==> config.mk <==
export PLATFORM = sky130hd
export DESIGN_NAME = uart_rx_top
export DESIGN_NICKNAME = d
export VERILOG_FILES = /design/src/rtl/uart_pkg.sv /design/src/rtl/uart_sync_bit.sv /design/src/rtl/uart_rx_top.sv
export SDC_FILE = /design/constraint.sdc
export NUM_CORES = 1
export LEC_CHECK = 0
export ABC_AREA = 1
export CORE_MARGIN = 3
export CORE_UTILIZATION = 50
export CTS_CLUSTER_SIZE = 28
export DETAILED_ROUTE_END_ITERATION = 8
export GPL_TIMING_DRIVEN = 0
export PLACE_DENSITY = 0.8
export SLEW_MARGIN = 20
export SYNTH_ARGS = -nofsm -noshare
export SYNTH_HDL_FRONTEND = slang
export SYNTH_SLANG_ARGS = --single-unit
==> constraint.sdc <==
create_clock -name clk -period 2.94 [get_ports clk]
set_input_delay 0.882 -clock clk [delete_from_list [all_inputs] [get_ports clk]]
set_output_delay 0.882 -clock clk [all_outputs]
set_load 0.01 [all_outputs]
==> src/rtl/uart_pkg.sv <==
// Shared UART definitions: FSM state encoding, oversampling constants, word-length decode.
// Latency: n/a (package only).
// Backpressure: n/a; imported by both the receiver and the transmitter.
package uart_pkg;

   // Oversample pulses per bit, and the pulse count from the start edge to mid start bit.
   localparam int OVS  = 16;
   localparam int HALF = 7;

   // Five states do not fit in 2 bits, so the encoding is 3 bits.
   typedef enum logic [2:0] {
      ST_IDLE   = 3'd0,
      ST_START  = 3'd1,
      ST_DATA   = 3'd2,
      ST_PARITY = 3'd3,
      ST_STOP   = 3'd4
   } uart_state_t;

   // wls 00..11 selects a 5..8 bit character.
   function automatic logic [3:0] word_len(input logic [1:0] wls);
      return 4'd5 + {2'b00, wls};
   endfunction

endpackage

==> src/rtl/uart_sync_bit.sv <==
// Two-flop synchronizer for a single asynchronous input bit.
// Latency: 2 clk.
// Backpressure: none; samples every clk.
// Ports: clk, rst_n (async active-low), d (async input), q (synchronized output).
module uart_sync_bit #(
   parameter logic RST_VAL = 1'b1
) (
   input  logic clk,
   input  logic rst_n,
   input  logic d,
   output logic q
);

   logic meta;

   always_ff @(posedge clk or negedge rst_n) begin
      if (!rst_n) begin
         meta <= RST_VAL;
         q    <= RST_VAL;
      end else begin
         meta <= d;
         q    <= meta;
      end
   end

endmodule

==> src/rtl/uart_rx_top.sv <==
// UART receiver: 16x oversampled start detect, mid-bit sampling, parity/framing/break checks.
// Latency: push on the baud pulse 8+16*(N+P+1) after the start edge (N data bits, P parity bit).
// Backpressure: none; push is a one-clk strobe into the RX FIFO, which must accept it.
// Ports: clk, rst_n, baud_pulse (16x strobe), rx (async serial in), pen/eps/sticky_parity/wls
//        (line control), push (write strobe), dout (right-justified word), pe/fe/bi (status, valid with push).
module uart_rx_top #(
   parameter int OVS = 16
) (
   input  logic       clk,
   input  logic       rst_n,
   input  logic       baud_pulse,
   input  logic       rx,
   input  logic       pen,
   input  logic       eps,
   input  logic       sticky_parity,
   input  logic [1:0] wls,
   output logic       push,
   output logic [7:0] dout,
   output logic       pe,
   output logic       fe,
   output logic       bi
);

   import uart_pkg::*;

   localparam logic [3:0] BIT_RELOAD = 4'(OVS - 1);
   localparam logic [3:0] HALF_LOAD  = 4'(HALF);

   logic        rxs;
   uart_state_t state_q, state_d;
   logic [3:0]  count_q, count_d;
   logic [3:0]  bitcnt_q, bitcnt_d;
   logic [7:0]  shift_q, shift_d;
   logic        par_q, par_d;
   logic        prev_q, prev_d;
   logic        push_q, push_d;
   logic [7:0]  dout_q, dout_d;
   logic        pe_q, pe_d;
   logic        fe_q, fe_d;
   logic        bi_q, bi_d;
   logic [7:0]  data_word;
   logic        exp_par;

   uart_sync_bit #(
      .RST_VAL (1'b1)
   ) u_sync (
      .clk   (clk),
      .rst_n (rst_n),
      .d     (rx),
      .q     (rxs)
   );

   // Bits enter at the MSB and move right, so after N shifts the word sits in
   // shift_q[7:8-N]; shifting right by 8-N right-justifies it and zero-fills the top.
   assign data_word = shift_q >> (2'd3 - wls);

   always_comb begin
      exp_par = 1'b0;
      case ({sticky_parity, eps})
         2'b00:   exp_par = ~^data_word;
         2'b01:   exp_par = ^data_word;
         2'b10:   exp_par = 1'b1;
         default: exp_par = 1'b0;
      endcase
   end

   always_ff @(posedge clk or negedge rst_n) begin
      if (!rst_n) begin
         state_q  <= ST_IDLE;
         count_q  <= '0;
         bitcnt_q <= '0;
         shift_q  <= '0;
         par_q    <= 1'b0;
         prev_q   <= 1'b1;
         push_q   <= 1'b0;
         dout_q   <= '0;
         pe_q     <= 1'b0;
         fe_q     <= 1'b0;
         bi_q     <= 1'b0;
      end else begin
         state_q  <= state_d;
         count_q  <= count_d;
         bitcnt_q <= bitcnt_d;
         shift_q  <= shift_d;
         par_q    <= par_d;
         prev_q   <= prev_d;
         push_q   <= push_d;
         dout_q   <= dout_d;
         pe_q     <= pe_d;
         fe_q     <= fe_d;
         bi_q     <= bi_d;
      end
   end

   always_comb begin
      state_d  = state_q;
      count_d  = count_q;
      bitcnt_d = bitcnt_q;
      shift_d  = shift_q;
      par_d    = par_q;
      prev_d   = prev_q;
      push_d   = 1'b0;          // strobe drops on the next clk whatever baud_pulse does
      dout_d   = dout_q;
      pe_d     = pe_q;
      fe_d     = fe_q;
      bi_d     = bi_q;

      if (baud_pulse) begin
         prev_d = rxs;
         case (state_q)
            ST_IDLE: begin
               // Edge-qualified so a line stuck low (break) cannot start a new frame.
               if (!rxs && prev_q) begin
                  state_d = ST_START;
                  count_d = HALF_LOAD;
               end
            end
            ST_START: begin
               if (count_q != 4'd0) begin
                  count_d = count_q - 4'd1;
               end else if (!rxs) begin
                  state_d  = ST_DATA;
                  count_d  = BIT_RELOAD;
                  bitcnt_d = word_len(wls);
                  shift_d  = '0;
               end else begin
                  state_d = ST_IDLE;    // glitch, not a real start bit
               end
            end
            ST_DATA: begin
               if (count_q != 4'd0) begin
                  count_d = count_q - 4'd1;
               end else begin
                  shift_d  = {rxs, shift_q[7:1]};
                  count_d  = BIT_RELOAD;
                  bitcnt_d = bitcnt_q - 4'd1;
                  if (bitcnt_q == 4'd1) begin
                     state_d = pen ? ST_PARITY : ST_STOP;
                  end
               end
            end
            ST_PARITY: begin
               if (count_q != 4'd0) begin
                  count_d = count_q - 4'd1;
               end else begin
                  par_d   = rxs;
                  state_d = ST_STOP;
                  count_d = BIT_RELOAD;
               end
            end
            ST_STOP: begin
               if (count_q != 4'd0) begin
                  count_d = count_q - 4'd1;
               end else begin
                  push_d  = 1'b1;
                  dout_d  = data_word;
                  pe_d    = pen & (par_q != exp_par);
                  fe_d    = ~rxs;
                  // Break: every sampled bit of the frame, stop included, was low.
                  bi_d    = (data_word == 8'd0) & ~(pen & par_q) & ~rxs;
                  state_d = ST_IDLE;
               end
            end
            default: begin
               state_d = ST_IDLE;
            end
         endcase
      end
   end

   assign push = push_q;
   assign dout = dout_q;
   assign pe   = pe_q;
   assign fe   = fe_q;
   assign bi   = bi_q;

endmodule

==> results.py, run 1 <==
metrics = {
    "outcome": {
        "status": "finished clean",
    },
    "sta": {
        "slew-limit-headroom": 0.805,
        "hold_violations": 0,
        "fin_crit_ns": 2.62,
        "finClkSkew_ns": 0.00877,
        "setup_violations": 0,
        "fin_setup_tns_ns": 0,
        "max_slew.worst_pin.slew_ns": 0.292,
        "fin_crit_sh": 0.893,
        "max_freq_ghz": 0.381,
        "grt_setup_unrepaired": "no",
        "fin_hold_ws_ns": 0.360,
        "slew_viol_final": 0,
    },
    "route": {
        "vias": 1696,
        "drt_iter0_markers": 90,
        "ant_nets": 0,
        "wl_per_cell_um": 11.4,
        "drc_errors": 0,
        "routed_wl_mm": 3.91,
        "dr.pass1.iters": 4,
        "viasPerCell": 4.94,
    },
    "grt": {
        "grt_pass1_wl_mm": 7.33,
        "grt_max_degree": 33,
        "grt_pass1_vias": 1693,
        "grtUsageMet3": 0.0580,
        "overflow": 0,
        "use_met1": 0.243,
        "antenna_found_initial": 0,
        "grt_usage": 0.186,
        "grt-busiest-layer": "met2",
        "grtUsageMet2": 0.290,
    },
    "layout": {
        "final_nets": 312,
        "regArea_sq_um": 880,
        "final_area_sq_mm": 0.00239,
        "multi_input_area_sq_um": 936,
        "postLayoutCoreUtil": 0.635,
        "drive_above_1_share": 0.112,
        "syn_to_final_growth_pct": 19.1,
        "nFillCells": 336,
        "antenna_cells": 0,
        "fin_cells": 343,
    },
    "synth": {
        "syn_avg_cell_area_sq_um": 7.55,
        "synth_edf_count": 0,
        "synth_top_area_share": 0.399,
        "yosysSeqAreaShare": 0.438,
        "synthTopCellsByCount": "nand2_1 (86), inv_1 (39), dfrtp_1 (32), o21ai_0 (30), nand3_1 (17)",
        "synth-seq-cells": 35,
        "yosysMostFrequentCell": "nand2_1",
        "async_reset_ff_frac": 1.00,
        "ys_warn_count": 0,
        "syn_nets": 284,
        "yosys.area.top_type": "dfrtp_1",
        "synth.distinct_cells": 26,
        "yosys-top-cells-area": "dfrtp_1 (40%), nand2_1 (16%), o21ai_0 (7.5%), inv_1 (7.3%), ha_1 (5.6%)",
        "ys.flop_type": "dfrtp_1",
        "synth_cells": 266,
        "netlist_area_sq_mm": 0.00201,
    },
    "clock_network": {
        "numCtsBuffers": 5,
        "cts_root_buf": "clkbuf_8",
        "clk_path_buf_depth": 2,
        "clk_latency_ns": 0.30,
        "cts_htree_levels": 2,
        "hold_buffers": 0,
        "cts_resized": 0,
        "cts_sinks": 35,
        "cts_tree": "yes",
        "clk_pin_slew_ns": 0.07,
        "post_cts_buffers": 0,
    },
    "setup_path": {
        "crit_family": "buffers and inverters",
        "r2r_slack_ns": 1.07,
        "slowest_delay_ns": 0.63,
        "path_buf_inv": 2,
        "crit_end": "pe$_DFFE_PN0P_",
        "crit_arrival_ns": 2.81,
        "r2r-start": "shift_q[3]$_DFFE_PN0P_",
        "cp-startpoint": "wls[1]",
        "critical_path.slowest_cell": "clkdlybuf4s50_1",
        "crit_path_max_fanout": 9,
        "worstSetupStartpointType": "primary input",
        "crit_path_frequent_cell": "nand2_1",
        "crit_type": "primary input to register",
        "r2r_end": "pe$_DFFE_PN0P_",
        "reg2reg_depth": 12,
        "required_ns": 3.13,
        "endpoint_kind": "register",
        "worstSetupPathDepth": 12,
        "path_cells": "clkdlybuf4s50_1 > inv_1 > a21oi_1 > o21ai_0 > o21ai_0 > ha_1 > xnor2_1 > nand2_1 > nand3_1 > nand2_1 > nand3_1 > nand2_1",
    },
    "floorplan": {
        "dieWidth_um": 69.4,
        "die_y_um": 69.4,
        "fp.dieArea_sq_mm": 0.00482,
        "rows": 22,
        "num_io_pins": 21,
        "start_util": 0.533,
        "core_area_sq_mm": 0.00377,
    },
    "worst_hold_path": {
        "hp-class": "register to register",
        "min_from": "u_sync.meta$_DFF_PN1_",
    },
    "placement": {
        "postPlaceCellArea_sq_mm": 0.00228,
        "placed_cells": 335,
        "gp_congestion": 0.833,
        "io_buffer_count": 20,
        "dpl.hpwl_mm": 2.98,
    },
    "flow_run": {
        "cap_violations": 0,
    },
    "power_and_ir_drop": {
        "max-vdd-ir-drop_uv": 541,
        "p_leak_uw": 0.00121,
        "p_per_area_mw_per_mm2": 893,
    },
}
-- per-layer routing --
layer  part of all wire  vias up  routed length, um
met5                  0        -                  0
met4              0.014        0                 55
met3              0.046        6                181
met2               0.45       32               1740
met1               0.49      761               1930
li1                   -      897                  -
-- report_power, final --
| part | switching (uW) | internal [uW] |
|---|---|---|
| logic | 562 | 401 |
| registers | 129 | 654 |
| clock network | 178 | 213 |
| total | 870 | 1270 |
-- state kept, by name, summed over array words and instances, names as in the netlist, 3 cells and up --
register  count
dout          8
bitcnt_q      4
state_q       3
count_q       4
shift_q       8
-- cells by family (layout without fill, tap and decap cells) --
family	Yosys count	in the layout	share of synthesized area
AOI/OAI and AO/OA	48	48	0.127
xor gates and xnor gates	4	4	0.0174
adders and majority gates	9	9	0.0560
buffers and inverters	47	76	0.0965
DFF	35	35	0.438
and+or+nand+nor	123	123	0.265
-- worst min path at each step --
stage / endpoint / slack, ns / cells past startpoint
2_1_floorplan: u_sync.q$_DFF_PN1_ / 0.35 / 0
3_3_place_gp: u_sync.q$_DFF_PN1_ / 0.35 / 0
3_5_place_dp: u_sync.q$_DFF_PN1_ / 0.35 / 0
4_1_cts: u_sync.q$_DFF_PN1_ / 0.36 / 0
5_1_grt: u_sync.q$_DFF_PN1_ / 0.37 / 0
6_report: u_sync.q$_DFF_PN1_ / 0.36 / 0
-- stage by stage --
stage / power (uW) / worst slack, ns
detailed placement: 1760 / -0.120
floorplan: 1470 / 0.671
global placement: 1710 / -0.0715
global route: 2360 / 0.0514
finish: 2140 / 0.316
CTS: 2160 / 0.201
-- area by class of cell --
| cell class | instances | share of cell area |
|---|---|---|
| Sequential cell | 35 | 0.367 |
| Tap cell | 48 | 0.0251 |
| Inverter | 43 | 0.0674 |
| Timing Repair Buffer | 21 | 0.0910 |
| Multi-Input combinational cell | 184 | 0.391 |
| Clock inverter | 1 | 0.00314 |
| Buffer | 4 | 0.0146 |
| Clock buffer | 7 | 0.0403 |
-- cells in the final DEF (no fill, tap or decap), types with 2 or more instances in the layout --
| cell type | instances |
|---|---|
| nor2_2 | 3 |
| nand4_1 | 3 |
| clkbuf_8 | 7 |
| dfstp_2 | 3 |
| xnor2_1 | 4 |
| nand2_1 | 86 |
| inv_1 | 39 |
| buf_6 | 2 |
| buf_2 | 2 |
| a21oi_1 | 4 |
| nand2_2 | 4 |
| dfrtp_1 | 32 |
| ha_1 | 9 |
| nor2_1 | 5 |
| nand3_1 | 17 |
| clkdlybuf4s50_1 | 18 |
| o21ai_1 | 9 |
| nor2_4 | 2 |
| inv_2 | 4 |
| o21ai_0 | 30 |
Note: power is estimated with default switching activity, not from simulation.
==> inputs of run 2 (changes only) <==
--- a/config.mk
+++ b/config.mk
@@ -7,11 +7,11 @@
 export LEC_CHECK = 0
 export ABC_AREA = 1
 export CORE_MARGIN = 3
-export CORE_UTILIZATION = 50
+export CORE_UTILIZATION = 35
 export CTS_CLUSTER_SIZE = 28
 export DETAILED_ROUTE_END_ITERATION = 8
 export GPL_TIMING_DRIVEN = 0
-export PLACE_DENSITY = 0.8
+export PLACE_DENSITY = 0.64
 export SLEW_MARGIN = 20
 export SYNTH_ARGS = -nofsm -noshare
 export SYNTH_HDL_FRONTEND = slang
==> constraint.sdc (replaced) <==
create_clock -name clk -period 2.15 [get_ports clk]
set_input_delay 0.645 -clock clk [delete_from_list [all_inputs] [get_ports clk]]
set_output_delay 0.645 -clock clk [all_outputs]
set_load 0.01 [all_outputs]
==> results.py, run 2 (same netlist as run 1, synthesis figures left out) <==
metrics = {
    "flow_run": {
        "cap_violations": 0,
    },
    "grt": {
        "grtUsageMet2": 0.207,
        "grt-busiest-layer": "met2",
        "grtUsageMet3": 0.0351,
        "antenna_found_initial": 0,
        "grt_usage": 0.137,
        "use_met1": 0.185,
        "grt_max_degree": 28,
        "overflow": 0,
        "grt_pass1_wl_mm": 7.02,
        "grt_pass1_vias": 1650,
    },
    "clock_network": {
        "cts_sinks": 35,
        "clk_path_buf_depth": 2,
        "clk_latency_ns": 0.29,
        "cts_tree": "yes",
        "clk_pin_slew_ns": 0.07,
        "cts_root_buf": "clkbuf_8",
        "numCtsBuffers": 5,
        "cts_htree_levels": 2,
    },
    "floorplan": {
        "start_util": 0.377,
        "core_area_sq_mm": 0.00534,
        "dieWidth_um": 81.8,
        "num_io_pins": 21,
        "fp.dieArea_sq_mm": 0.00669,
        "die_y_um": 81.8,
        "rows": 26,
    },
    "placement": {
        "gp_congestion": 0.827,
        "io_buffer_count": 20,
        "dpl.hpwl_mm": 3.07,
        "postPlaceCellArea_sq_mm": 0.00231,
        "placed_cells": 357,
    },
    "route": {
        "viasPerCell": 4.60,
        "wl_per_cell_um": 10.6,
        "vias": 1684,
        "drc_errors": 0,
        "routed_wl_mm": 3.89,
        "drt_iter0_markers": 61,
        "ant_nets": 0,
        "dr.pass1.iters": 4,
    },
    "setup_path": {
        "crit_path_max_fanout": 10,
        "endpoint_kind": "register",
        "crit_arrival_ns": 2.15,
        "worstSetupStartpointType": "primary input",
        "required_ns": 2.33,
        "crit_type": "primary input to register",
    },
    "power_and_ir_drop": {
        "p_leak_uw": 0.00122,
        "p_per_area_mw_per_mm2": 1260,
        "max-vdd-ir-drop_uv": 712,
    },
    "sta": {
        "fin_crit_ns": 1.96,
        "fin_setup_tns_ns": 0,
        "slew_viol_final": 0,
        "fin_crit_sh": 0.914,
        "max_freq_ghz": 0.509,
        "max_slew.worst_pin.slew_ns": 0.311,
        "finClkSkew_ns": 0.00561,
        "slew-limit-headroom": 0.792,
        "setup_violations": 0,
        "hold_violations": 0,
        "grt_setup_unrepaired": "no",
    },
    "outcome": {
        "status": "finished clean",
    },
    "layout": {
        "postLayoutCoreUtil": 0.460,
        "final_area_sq_mm": 0.00245,
        "syn_to_final_growth_pct": 22.0,
        "drive_above_1_share": 0.125,
        "mostFrequentLayoutCells": "nand2_1 (86), inv_1 (38), dfrtp_1 (32), o21ai_0 (27)",
        "final_nets": 313,
        "nFillCells": 553,
        "layout_commonest_cell": "nand2_1",
        "fin_cells": 366,
        "antenna_cells": 0,
    },
    "worst_hold_path": {
        "hp-class": "primary input to asynchronous set/reset pin",
    },
}
[run 2: final cells by class]
type	instances	area, sq um	share of cell area
Clock inverter	3	67.6	0.0276
Buffer	4	38.8	0.0158
Clock buffer	5	68.8	0.0281
Sequential cell	35	880	0.359
Timing Repair Buffer	22	213	0.0867
Multi-Input combinational cell	184	936	0.382
Inverter	43	161	0.0658
Tap cell	70	87.6	0.0357
[run 2: worst max-delay path, cell delays in order]
cell and delay [ns]:
clkbuf_2 0.13, buf_6 0.15, o21ai_1 0.17, inv_1 0.07
o21a_1 0.18, inv_1 0.06, ha_1 0.25, inv_1 0.08
nand2_1 0.05, nand2_1 0.06, nand2_1 0.06, nand3_1 0.08
nand2_1 0.05, nand3_1 0.06, nand2_1 0.05
[run 2: per-stage QoR]
step / total power, uW / setup slack, ns / hold WS [ns]
after detailed placement: 2390 / -0.672 / 0.353
after CTS: 3130 / 0.0148 / 0.206
after global placement: 2360 / -0.658 / 0.348
final: 3080 / 0.186 / 0.211
after floorplan: 2010 / 0.118 / 0.345
after global routing: 3400 / 0.0146 / 0.204
[run 2: path summary, 6_finish.rpt]
path / start / endpoint / slack (ns) / cells past startpoint
min in group clk: u_sync.meta$_DFF_PN1_ / u_sync.q$_DFF_PN1_ / 0.36 / 0
max in group asynchronous: rst_n / u_sync.q$_DFF_PN1_ / 1.46 / 2
max reg2reg: shift_q[3]$_DFFE_PN0P_ / pe$_DFFE_PN0P_ / 0.37 / 14
min: rst_n / state_q[0]$_DFFE_PN0P_ / 0.21 / 1
min reg2reg: u_sync.meta$_DFF_PN1_ / u_sync.q$_DFF_PN1_ / 0.36 / 0
max: wls[0] / pe$_DFFE_PN0P_ / 0.19 / 15
[run 2: per-layer routing]
metal  up-vias  wire length [um]
met5         -                 0
met4         0                63
met3         8               149
met2        18              1700
met1       761              1980
li1        897                 -
[run 2: repair_timing]
item | in CTS | in global routing
buffers inserted | 1 | 0
pin swaps | 0 | 1
hold endpoints to repair | 0 | 0
resized for setup | 5 | 7
endpoints found under the setup margin | 2 | 1
hold buffers | 0 | 0
[run 2: report_power, final]
part           internal [uW]  total (uW)  leakage (uW)  switching, uW
sequential               894        1070      0.000445            173
combinational            554        1310      0.000709            757
clock                    462         704     0.0000644            242
total                   1910        3080       0.00122           1170
==> inputs of run 3 (changes only) <==
--- a/config.mk
+++ b/config.mk
@@ -6,11 +6,11 @@
 export NUM_CORES = 1
 export LEC_CHECK = 0
 export ABC_AREA = 1
+export CORE_ASPECT_RATIO = 1.1
 export CORE_MARGIN = 3
 export CORE_UTILIZATION = 35
 export CTS_CLUSTER_SIZE = 28
 export DETAILED_ROUTE_END_ITERATION = 8
-export GPL_TIMING_DRIVEN = 0
 export PLACE_DENSITY = 0.64
 export SLEW_MARGIN = 20
 export SYNTH_ARGS = -nofsm -noshare
==> constraint.sdc (replaced) <==
create_clock -name clk -period 1.7 [get_ports clk]
set_input_delay 0.51 -clock clk [delete_from_list [all_inputs] [get_ports clk]]
set_output_delay 0.51 -clock clk [all_outputs]
set_load 0.01 [all_outputs]
==> results.py, run 3 (same netlist as run 1, synthesis figures left out) <==
metrics = {
    "route": {
        "routed_wl_mm": 4.48,
        "ant_nets": 0,
        "drt_iter0_markers": 38,
        "drc_errors": 0,
        "dr.pass1.iters": 4,
        "viasPerCell": 4.64,
        "vias": 1842,
        "wl_per_cell_um": 11.3,
    },
    "floorplan": {
        "rows": 28,
        "start_util": 0.368,
        "die_y_um": 85.5,
        "fp.dieArea_sq_mm": 0.00669,
        "num_io_pins": 21,
        "dieWidth_um": 78.2,
        "core_area_sq_mm": 0.00547,
    },
    "setup_path": {
        "endpoint_kind": "register",
        "r2r_end": "pe$_DFFE_PN0P_",
        "crit_arrival_ns": 1.93,
        "cp-startpoint": "wls[0]",
        "reg2reg_depth": 14,
        "required_ns": 1.89,
        "path_cells": "buf_6 > buf_6 > o21ai_2 > inv_1 > o21a_1 > inv_2 > ha_4 > inv_2 > nand2_1 > nand2_1 > nand2_2 > nand3_2 > nand2_1 > nand3_1 > nand2_1",
        "slowest_delay_ns": 0.22,
        "r2r_slack_ns": -0.02,
        "critical_path.slowest_cell": "o21a_1",
        "worstSetupStartpointType": "primary input",
        "crit_type": "primary input to register",
        "crit_path_frequent_cell": "nand2_1",
        "r2r-start": "shift_q[6]$_DFFE_PN0P_",
        "crit_path_max_fanout": 7,
    },
    "outcome": {
        "violations": "setup timing",
        "status": "complete, but fails checks",
    },
    "worst_hold_path": {
        "hp-class": "register to register",
        "min_path_cells": 0,
        "min_from": "u_sync.meta$_DFF_PN1_",
        "hold-path-endpoint": "u_sync.q$_DFF_PN1_",
    },
    "layout": {
        "regArea_sq_um": 880,
        "nFillCells": 545,
        "antenna_cells": 0,
        "multi_input_area_sq_mm": 0.00105,
        "drive_above_1_share": 0.283,
        "syn_to_final_growth_pct": 37.2,
        "final_nets": 339,
        "postLayoutCoreUtil": 0.504,
        "mostFrequentLayoutCells": "nand2_1 (82), dfrtp_1 (32), inv_1 (29), buf_4 (29), o21ai_1 (16)",
        "layout_commonest_cell": "nand2_1",
    },
    "sta": {
        "finClkSkew_ns": 0.00684,
        "fin_ws_ns": -0.0405,
        "hold_violations": 0,
        "grt_setup_unrepaired": "yes",
        "max_freq_ghz": 0.575,
        "fin_crit_ns": 1.74,
        "slew-limit-headroom": 0.821,
        "setup_violations": 1,
        "max_slew.worst_pin.slew_ns": 0.266,
        "slew_viol_final": 0,
        "fin_crit_sh": 1.02,
    },
    "power_and_ir_drop": {
        "p_per_area_mw_per_mm2": 1500,
        "max-vdd-ir-drop_uv": 821,
        "p_total_uw": 4130,
        "p_leak_uw": 0.00149,
    },
    "clock_network": {
        "clk_pin_slew_ns": 0.07,
        "clk_path_buf_depth": 2,
        "clk_latency_ns": 0.29,
        "cts_sinks": 35,
        "cts_htree_levels": 2,
        "cts_tree": "yes",
        "cts_root_buf": "clkbuf_8",
        "numCtsBuffers": 5,
        "hold_buffers": 0,
    },
    "flow_run": {
        "cap_violations": 0,
    },
    "grt": {
        "antenna_found_initial": 0,
        "grt_usage": 0.138,
        "overflow": 0,
        "grt_max_degree": 36,
        "grt_pass1_vias": 1729,
        "grt_pass1_wl_mm": 7.40,
    },
    "placement": {
        "dpl.hpwl_mm": 3.30,
        "io_buffer_count": 20,
        "gp_congestion": 0.854,
    },
}
[run 3: final cells by class]
cell class,instances,share of cell area
multi-input cells,184,0.382
clock buffers,8,0.0363
flip-flops and latches,35,0.319
repair buffers,52,0.170
well taps,75,0.0340
inverters,43,0.0586
[run 3: worst max path at each step]
stage,to,slack [ns],cells after the start
6_report,pe$_DFFE_PN0P_,-0.04,15
3_5_place_dp,pe$_DFFE_PN0P_,-0.81,14
5_1_grt,pe$_DFFE_PN0P_,-0.12,14
2_1_floorplan,pe$_DFFE_PN0P_,-0.05,12
3_3_place_gp,pe$_DFFE_PN0P_,-0.72,16
4_1_cts,pe$_DFFE_PN0P_,0.001,15
[run 3: where the power goes]
part	leakage [uW]	internal [uW]	switching, uW
clock network	0.0000515	370	300
logic	0.000990	959	1150
registers	0.000445	1130	225
[run 3: timing repair]
action / 4_1_cts / 5_1_grt
endpoints found under the hold margin: 0 / 0
setup buffers: 3 / 5
pin swaps: 2 / 17
endpoints found under the setup margin: 11 / 23
gates resized for setup: 23 / 35
[run 3: per-stage QoR]
stage	instance area, sq um	hold slack (ns)	worst slack [ns]	TNS [ns]	cells
floorplan	2040	0.214	-0.0464	-0.0464	266
global placement	2490	0.358	-0.725	-5.47	381
detailed placement	2490	0.354	-0.808	-5.60	381
CTS	2630	0.360	0.00143	0	392
global route	2760	0.368	-0.116	-0.116	397
finish	2760	0.366	-0.0405	-0.0405	397
[run 3: critical path, delay by kind of cell]
family	cells	cell delay, ns
fa+ha+maj	1	0.21
compound gates	2	0.37
simple gates	7	0.40
buf+inv	5	0.43
[run 3: metal layers]
layer  up-vias  part of all wire  GRT usage
li1        952                 -          -
met1       857              0.45      0.164
met2        23              0.50      0.244
met3        10             0.034     0.0318
met4         0             0.017     0.0477
met5         -                 0          0
